==> config.mk <==
export PLATFORM = sky130hd
export DESIGN_NAME = byte_encode
export DESIGN_NICKNAME = d
export VERILOG_FILES = /design/src/rtl/byte_encode.sv
export SDC_FILE = /design/constraint.sdc
export NUM_CORES = 1
export LEC_CHECK = 0
export CORE_ASPECT_RATIO = 1.25
export CORE_MARGIN = 3
export CORE_UTILIZATION = 60
export DETAILED_ROUTE_END_ITERATION = 6
export GPL_TIMING_DRIVEN = 1
export PLACE_DENSITY = 0.82
export SYNTH_ARGS = -nofsm -noshare
export SYNTH_HDL_FRONTEND = slang
export SYNTH_SLANG_ARGS = --single-unit
==> constraint.sdc <==
create_clock -name i_clk -period 6.5 [get_ports i_clk]
set_clock_uncertainty 0.15 [all_clocks]
set_input_delay 1.3 -clock i_clk [delete_from_list [all_inputs] [get_ports i_clk]]
set_output_delay 1.3 -clock i_clk [all_outputs]
set_load 0.01 [all_outputs]
==> src/rtl/byte_encode.sv <==
// Kyber ByteEncode_l packer: 256 coefficients of l bits -> 4*l little-endian 64-bit words.
// Optional lane range check is compiled in with BYTE_ENCODE_RANGE_CHK_EN.
module byte_encode #(
    parameter int BUF_W  = 128,
    parameter int N_COEF = 256
) (
    input  logic        i_clk,
    input  logic        i_rst,
    input  logic        i_start,
    input  logic [3:0]  i_l,
    input  logic [63:0] i_coeffs,
    input  logic        i_coeffs_valid,
    output logic        o_coeffs_ready,
    output logic [63:0] o_bytes,
    output logic        o_bytes_valid,
    input  logic        i_bytes_ready,
    output logic        o_busy,
    output logic        o_done,
    output logic        o_range_err
);
    localparam int FILL_W = $clog2(BUF_W + 1);
    localparam logic [6:0] BEATS = 7'(N_COEF / 4);

    typedef enum logic [1:0] {S_IDLE, S_RUN, S_DONE} state_t;

    state_t             state_q, state_d;
    logic [3:0]         l_q, l_d;
    logic [BUF_W-1:0]   acc_q, acc_d, acc_base;
    logic [FILL_W-1:0]  fill_q, fill_d, fill_base;
    logic [6:0]         in_cnt_q, in_cnt_d;
    logic [5:0]         out_cnt_q, out_cnt_d;
    logic [5:0]         words_total;
    logic [47:0]        beat_bits;
    logic [15:0]        lane_mask;
    logic               push, pop;

    function automatic logic l_legal(input logic [3:0] l);
        return (l == 4'd1) || (l == 4'd4) || (l == 4'd5) ||
               (l == 4'd10) || (l == 4'd11) || (l == 4'd12);
    endfunction

    assign words_total    = {l_q, 2'b00};
    assign o_bytes        = acc_q[63:0];
    assign o_bytes_valid  = (state_q == S_RUN) && (fill_q >= FILL_W'(64));
    assign o_coeffs_ready = (state_q == S_RUN) && (in_cnt_q < BEATS) &&
                            ((fill_q < FILL_W'(64)) || i_bytes_ready);
    assign o_busy         = (state_q == S_RUN);
    assign o_done         = (state_q == S_DONE);
    assign push           = i_coeffs_valid && o_coeffs_ready;
    assign pop            = o_bytes_valid && i_bytes_ready;

    // Lane k occupies bits [k*l +: l] of the beat; bits above l are dropped.
    always_comb begin
        beat_bits = '0;
        lane_mask = 16'((17'd1 << l_q) - 17'd1);
        for (int k = 0; k < 4; k++) begin
            beat_bits = beat_bits | (48'(i_coeffs[16*k +: 16] & lane_mask) << (k * int'(l_q)));
        end
    end

    always_comb begin
        state_d   = state_q;
        l_d       = l_q;
        acc_d     = acc_q;
        fill_d    = fill_q;
        in_cnt_d  = in_cnt_q;
        out_cnt_d = out_cnt_q;
        acc_base  = pop ? (acc_q >> 64) : acc_q;
        fill_base = pop ? (fill_q - FILL_W'(64)) : fill_q;
        case (state_q)
            S_IDLE: begin
                if (i_start && l_legal(i_l)) begin
                    l_d       = i_l;
                    acc_d     = '0;
                    fill_d    = '0;
                    in_cnt_d  = '0;
                    out_cnt_d = '0;
                    state_d   = S_RUN;
                end
            end
            S_RUN: begin
                // New bits land just above what remains after this cycle's pop.
                acc_d  = push ? (acc_base | (BUF_W'(beat_bits) << fill_base)) : acc_base;
                fill_d = fill_base + (push ? FILL_W'({l_q, 2'b00}) : FILL_W'(0));
                if (push) in_cnt_d = in_cnt_q + 7'd1;
                if (pop) begin
                    out_cnt_d = out_cnt_q + 6'd1;
                    if (out_cnt_q == words_total - 6'd1) state_d = S_DONE;
                end
            end
            S_DONE:  state_d = S_IDLE;
            default: state_d = S_IDLE;
        endcase
    end

    always_ff @(posedge i_clk) begin
        if (i_rst) begin
            state_q   <= S_IDLE;
            l_q       <= '0;
            acc_q     <= '0;
            fill_q    <= '0;
            in_cnt_q  <= '0;
            out_cnt_q <= '0;
        end else begin
            state_q   <= state_d;
            l_q       <= l_d;
            acc_q     <= acc_d;
            fill_q    <= fill_d;
            in_cnt_q  <= in_cnt_d;
            out_cnt_q <= out_cnt_d;
        end
    end

`ifdef BYTE_ENCODE_RANGE_CHK_EN
    logic        err_q, err_d;
    logic        lane_bad;
    logic [16:0] lane_limit;

    // l=12 coefficients are reduced mod q=3329, not mod 2^12.
    always_comb begin
        lane_limit = (l_q == 4'd12) ? 17'd3329 : (17'd1 << l_q);
        lane_bad   = 1'b0;
        for (int k = 0; k < 4; k++) begin
            if ({1'b0, i_coeffs[16*k +: 16]} >= lane_limit) lane_bad = 1'b1;
        end
        err_d = err_q;
        if ((state_q == S_IDLE) && i_start) err_d = 1'b0;
        if (push && lane_bad) err_d = 1'b1;
    end

    always_ff @(posedge i_clk) begin
        if (i_rst) err_q <= 1'b0;
        else       err_q <= err_d;
    end

    assign o_range_err = err_q;
`else
    assign o_range_err = 1'b0;
`endif

endmodule

==> results of run 1 <==
## cells in the mapped netlist, drive strengths merged (30+ instances only)
cell | count | area, µm²
a31oi | 53 | 338
buf | 138 | 925
a221oi | 51 | 508
and2 | 30 | 188
nand2 | 282 | 1060
o211ai | 55 | 447
nand3 | 69 | 355
nor2 | 188 | 711
a21oi | 121 | 628
clkbuf | 112 | 420
a22oi | 62 | 470
o22ai | 35 | 239
dfxtp | 153 | 3060
o221ai | 40 | 357
o21ai | 128 | 656
a211oi | 47 | 378
inv | 35 | 131
nor3 | 73 | 397
mux2i | 52 | 553
## stage by stage
| stage | util, % | instance area [µm²] | hold WS [ps] |
|---|---|---|---|
| 2_1_floorplan | - | 16900 | 267 |
| 3_3_place_gp | 64.8 | 17900 | 281 |
| 3_5_place_dp | 64.8 | 17900 | 289 |
| 4_1_cts | 67.0 | 18500 | 307 |
## cells by family after synthesis
family / count (synthesis) / synth area share, %
AO/OA/AOI/OAI: 874 / 39.2
XOR/XNOR: 26 / 1.35
adder cells (fa/ha/maj): 21 / 1.65
buffers and inverters: 289 / 8.84
flip-flops: 153 / 18.2
multiplexers: 87 / 6.26
other: 1 / 0.0222
AND/OR/NAND/NOR: 838 / 24.5
## metal layers
layer / GRT overflow / global-route usage [%]
met1: 0 / 57.9
met2: 9 / 72.4
met3: 0 / 35.4
met4: 14 / 53.3
met5: 0 / 9.52
==> flow_summary_export.csv, run 1 <==
group,metric,value,unit
run_status,status,"did not finish",
synth,synthFlopType,"dfxtp_1",
cts,ctsResizeCount,0,
cts,h-tree-depth,4,
placement,gp_congestion,1.42,
synth,ys_async_sr_fraction,0,%
placement,dp_hpwl,58.4,mm
floorplan,die_w,156,µm
synth,yosysUniqueCellTypes,129,
synth,syn_nets,2383,
floorplan,pin_count,142,
synth,synth_edf_count,0,
grt,grt_pass1_vias,21600,
grt,grt_pass1_wl,132,mm
cts,cts_sinks,153,
placement,dp.cells,2593,
placement,place_ws,818,ps
synth,synth-seq-area-share,18.2,%
grt,track_usage,55.4,%
placement,port_buffers,140,
grt,grt_max_degree,84,
cts,cts_setup_buffers,0,
synth,yosysWarnings,0,
cts,postCtsHoldBufs,0,
synth,ys_ff_latch,153,
synth,syn_area_per_cell,7.37,µm²
cts,cts_made_buffers,17,
floorplan,initial_core_util,61.0,%
floorplan,rows,68,
cts,cts-root-buf,"clkbuf_16",
grt,gr-total-overflow,23,
synth,postSynthCellCount,2289,
floorplan,fp.dieH,193,µm
cts,cts_buffer_depth,2,
synth,synth_area,16900,µm²
run_status,firstError,"[ERROR GRT-0116] Global routing finished with congestion. Check the congestion regions in the DRC Viewer.",
run_status,haltStage,"global routing (5_1_grt)",
==> run 2, diff against run 1 <==
==> config.mk (replaced) <==
export PLATFORM = sky130hd
export DESIGN_NAME = byte_encode
export DESIGN_NICKNAME = d
export VERILOG_FILES = /design/src/rtl/byte_encode.sv
export SDC_FILE = /design/constraint.sdc
export NUM_CORES = 1
export LEC_CHECK = 0
export CORE_MARGIN = 3
export CORE_UTILIZATION = 40
export DETAILED_ROUTE_END_ITERATION = 6
export GPL_TIMING_DRIVEN = 1
export PLACE_DENSITY_LB_ADDON = 0.15
export SYNTH_ARGS = -nofsm -noshare
export SYNTH_HDL_FRONTEND = slang
export SYNTH_SLANG_ARGS = --single-unit
==> flow_summary_export.csv, run 2 <==
group,metric,value,unit
cells_and_area,num_antenna_cells,0,
grt,gr-total-overflow,0,
cells_and_area,final_cell_mix,"nand2_1 (282), nor2_1 (182), dfxtp_1 (146)",
cells_and_area,final_net_count,2406,
timing,final-setup-viol-count,4,
timing,hold_viol,0,
cts,insertion_delay,450,ps
grt,grt_pass1_wl,143,mm
cts,h-tree-depth,4,
routing,drt-wirelength-per-cell,35.1,µm
floorplan,rows,74,
synth,postSynthCellCount,2289,
synth,yosysWarnings,0,
cells_and_area,largest_reg_flops,128,
flow_run,drv_cap,0,
synth,synthDominantCellAreaShare,18.2,%
floorplan,fp.dieH,211,µm
routing,via_count,21500,
routing,drc,2,
synth,syn_nets,2383,
cts,cts_setup_buffers,0,
synth,synth_edf_count,0,
worst_setup_path,reg2reg_depth,13,
cells_and_area,post-route-util,46.4,%
floorplan,die_w,211,µm
synth,synthFlopType,"dfxtp_1",
cells_and_area,largest_registers,"acc_q x128, in_cnt_q x7",
placement,port_buffers,140,
cells_and_area,regMostFlops,"acc_q",
timing,rsz0062_at_grt,"no",
synth,synth-seq-area-share,18.2,%
grt,grt_max_degree,75,
routing,drt-pass1-iter-count,7,
synth,yosys.cell_count.top_type,"nand2_1",
placement,gp_congestion,1.09,
run_status,violations,"DRC, setup timing",
worst_setup_path,worst_path_max_delay_cell,"nor3_2",
cells_and_area,final_common_cell,"nand2_1",
grt,antenna_found_initial,1,
cells_and_area,drive_gt1_share,13.0,%
synth,yosysUniqueCellTypes,129,
synth,ys_async_sr_fraction,0,%
timing,setup_slack,-71.9,ps
power_and_ir_drop,power_leakage,6.50,nW
power_and_ir_drop,peakVddDrop,0.119,mV
worst_setup_path,worst_setup_path_start_kind,"flip-flop",
min_path,hp-class,"reg -> reg",
cts,cts_made_buffers,17,
routing,routed_wl,100,mm
worst_setup_path,cpMostUsedCell,"mux2i_1",
timing,slew_headroom,10.7,%
cells_and_area,area_growth,13.2,%
cts,cts_sinks,153,
synth,ys_ff_latch,153,
worst_setup_path,crit_chain,"clkinv_1 > ha_1 > and3b_1 > o31ai_2 > nand3_2 > nor3_2 > a221oi_1 > o211ai_1 > mux2i_1 > mux2i_1 > a21oi_1 > a211o_1 > a211oi_2",
floorplan,initial_core_util,40.9,%
cts,cts-root-buf,"clkbuf_16",
cts,clk_pin_slew,70,ps
synth,synth_area,16900,µm²
worst_setup_path,cp_data_arrival_time,6800,ps
power_and_ir_drop,p_per_area,170,nW/µm²
placement,dp_hpwl,76.4,mm
grt,grt_pass1_vias,19800,
timing,layout_min_cycle_time,6570,ps
timing,period_share,101,%
synth,yosys-top-cells-count,"nand2_1 (282), nor2_1 (186), dfxtp_1 (153)",
grt,track_usage,43.4,%
cts,cts_buffer_depth,2,
routing,drtAntennaViolNets,0,
worst_setup_path,required,6720,ps
timing,fmax,152,MHz
worst_setup_path,cp-end-kind,"flip-flop",
timing,slew_viol_final,0,
synth,syn_area_per_cell,7.37,µm²
floorplan,die_area,44700,µm²
worst_setup_path,critPathMaxFanout,25,
floorplan,core,41200,µm²
worst_setup_path,crit_type,"reg -> reg",
cts,ctsResizeCount,0,
min_path,hold_depth,2,
cts,postCtsHoldBufs,0,
cts,cts_tree,"built",
routing,avgViaCountPerCell,7.51,
floorplan,pin_count,142,
timing,setup-tns-final,-126,ps
timing,worst_slew_pin_slew,1340,ps
synth,yosysTopAreaCell,"dfxtp_1",
synth,synth.area.top_cells,"dfxtp_1 (18%), nand2_1 (6.3%), nor2_1 (4.1%)",
routing,drt_first_iter_violations,3729,
run_status,status,"complete, but fails checks",
worst_setup_path,slowest_delay,1020,ps
## run 2: final cells by class
type,count,area [µm²]
Fill cell,4219,22100
Inverter,39,146
Tap cell,532,666
Clock inverter,15,139
Timing Repair Buffer,254,2280
Sequential cell,153,3070
Multi-Input combinational cell,1847,12400
Clock buffer,17,425
## run 2: path summary, 6_finish.rpt
path                                               from                      end  slack, ps
worst max-delay path                l_q[2]$_SDFFE_PP0P_   acc_q[54]$_SDFFE_PP0P_        -70
worst min-delay path            acc_q[109]$_SDFFE_PP0P_  acc_q[109]$_SDFFE_PP0P_        310
worst max register to register      l_q[2]$_SDFFE_PP0P_   acc_q[54]$_SDFFE_PP0P_        -70
worst min register to register  acc_q[109]$_SDFFE_PP0P_  acc_q[109]$_SDFFE_PP0P_        310
## run 2: cells by family (layout without fill, tap and decap cells)
family	Yosys count	count (layout)	share of synthesized area, %
and+or+nand+nor	838	838	24.5
other	1	1	0.0222
xor gates and xnor gates	26	26	1.35
AOI/OAI and AO/OA	874	874	39.2
adders and majority gates	21	21	1.65
muxes	87	87	6.26
buffers and inverters	289	325	8.84
DFF	153	153	18.2
## run 2: critical path: cells and delay by family (launching register included)
| kind | cells | cell delay [ps] |
|---|---|---|
| AO/OA/AOI/OAI | 6 | 2210 |
| adder cells (fa/ha/maj) | 1 | 560 |
| buffers and inverters | 1 | 430 |
| flip-flops | 1 | 720 |
| multiplexers | 2 | 630 |
| AND/OR/NAND/NOR | 3 | 1770 |
## run 2: metrics by stage
stage	hold slack (ps)	power [mW]	cells	instance area [µm²]	setup WS (ps)
3_3_place_gp	286	2.19	2825	18500	191
5_1_grt	340	3.30	2857	19100	25.6
4_1_cts	302	3.17	2857	19100	228
3_5_place_dp	292	2.19	2825	18500	252
6_report	306	3.24	2857	19100	-71.9
2_1_floorplan	267	1.65	2289	16900	1190
## run 2: power breakdown
group          internal, mW  leakage [nW]  switching, mW  total [mW]
combinational         0.383          4.99          0.895        1.28
clock                 0.533         0.269          0.467        1.00
sequential            0.949          1.24         0.0136       0.962
## run 2: routing by layer
metal / up-vias / routed length (µm) / global-route usage (%)
li1: 8906 / - / -
met1: 10200 / 36900 / 53.8
met2: 1846 / 42500 / 65.9
met3: 497 / 11300 / 9.69
met4: 0 / 9560 / 32.4
met5: - / 0 / 0
(Power assumes the default switching activity.)
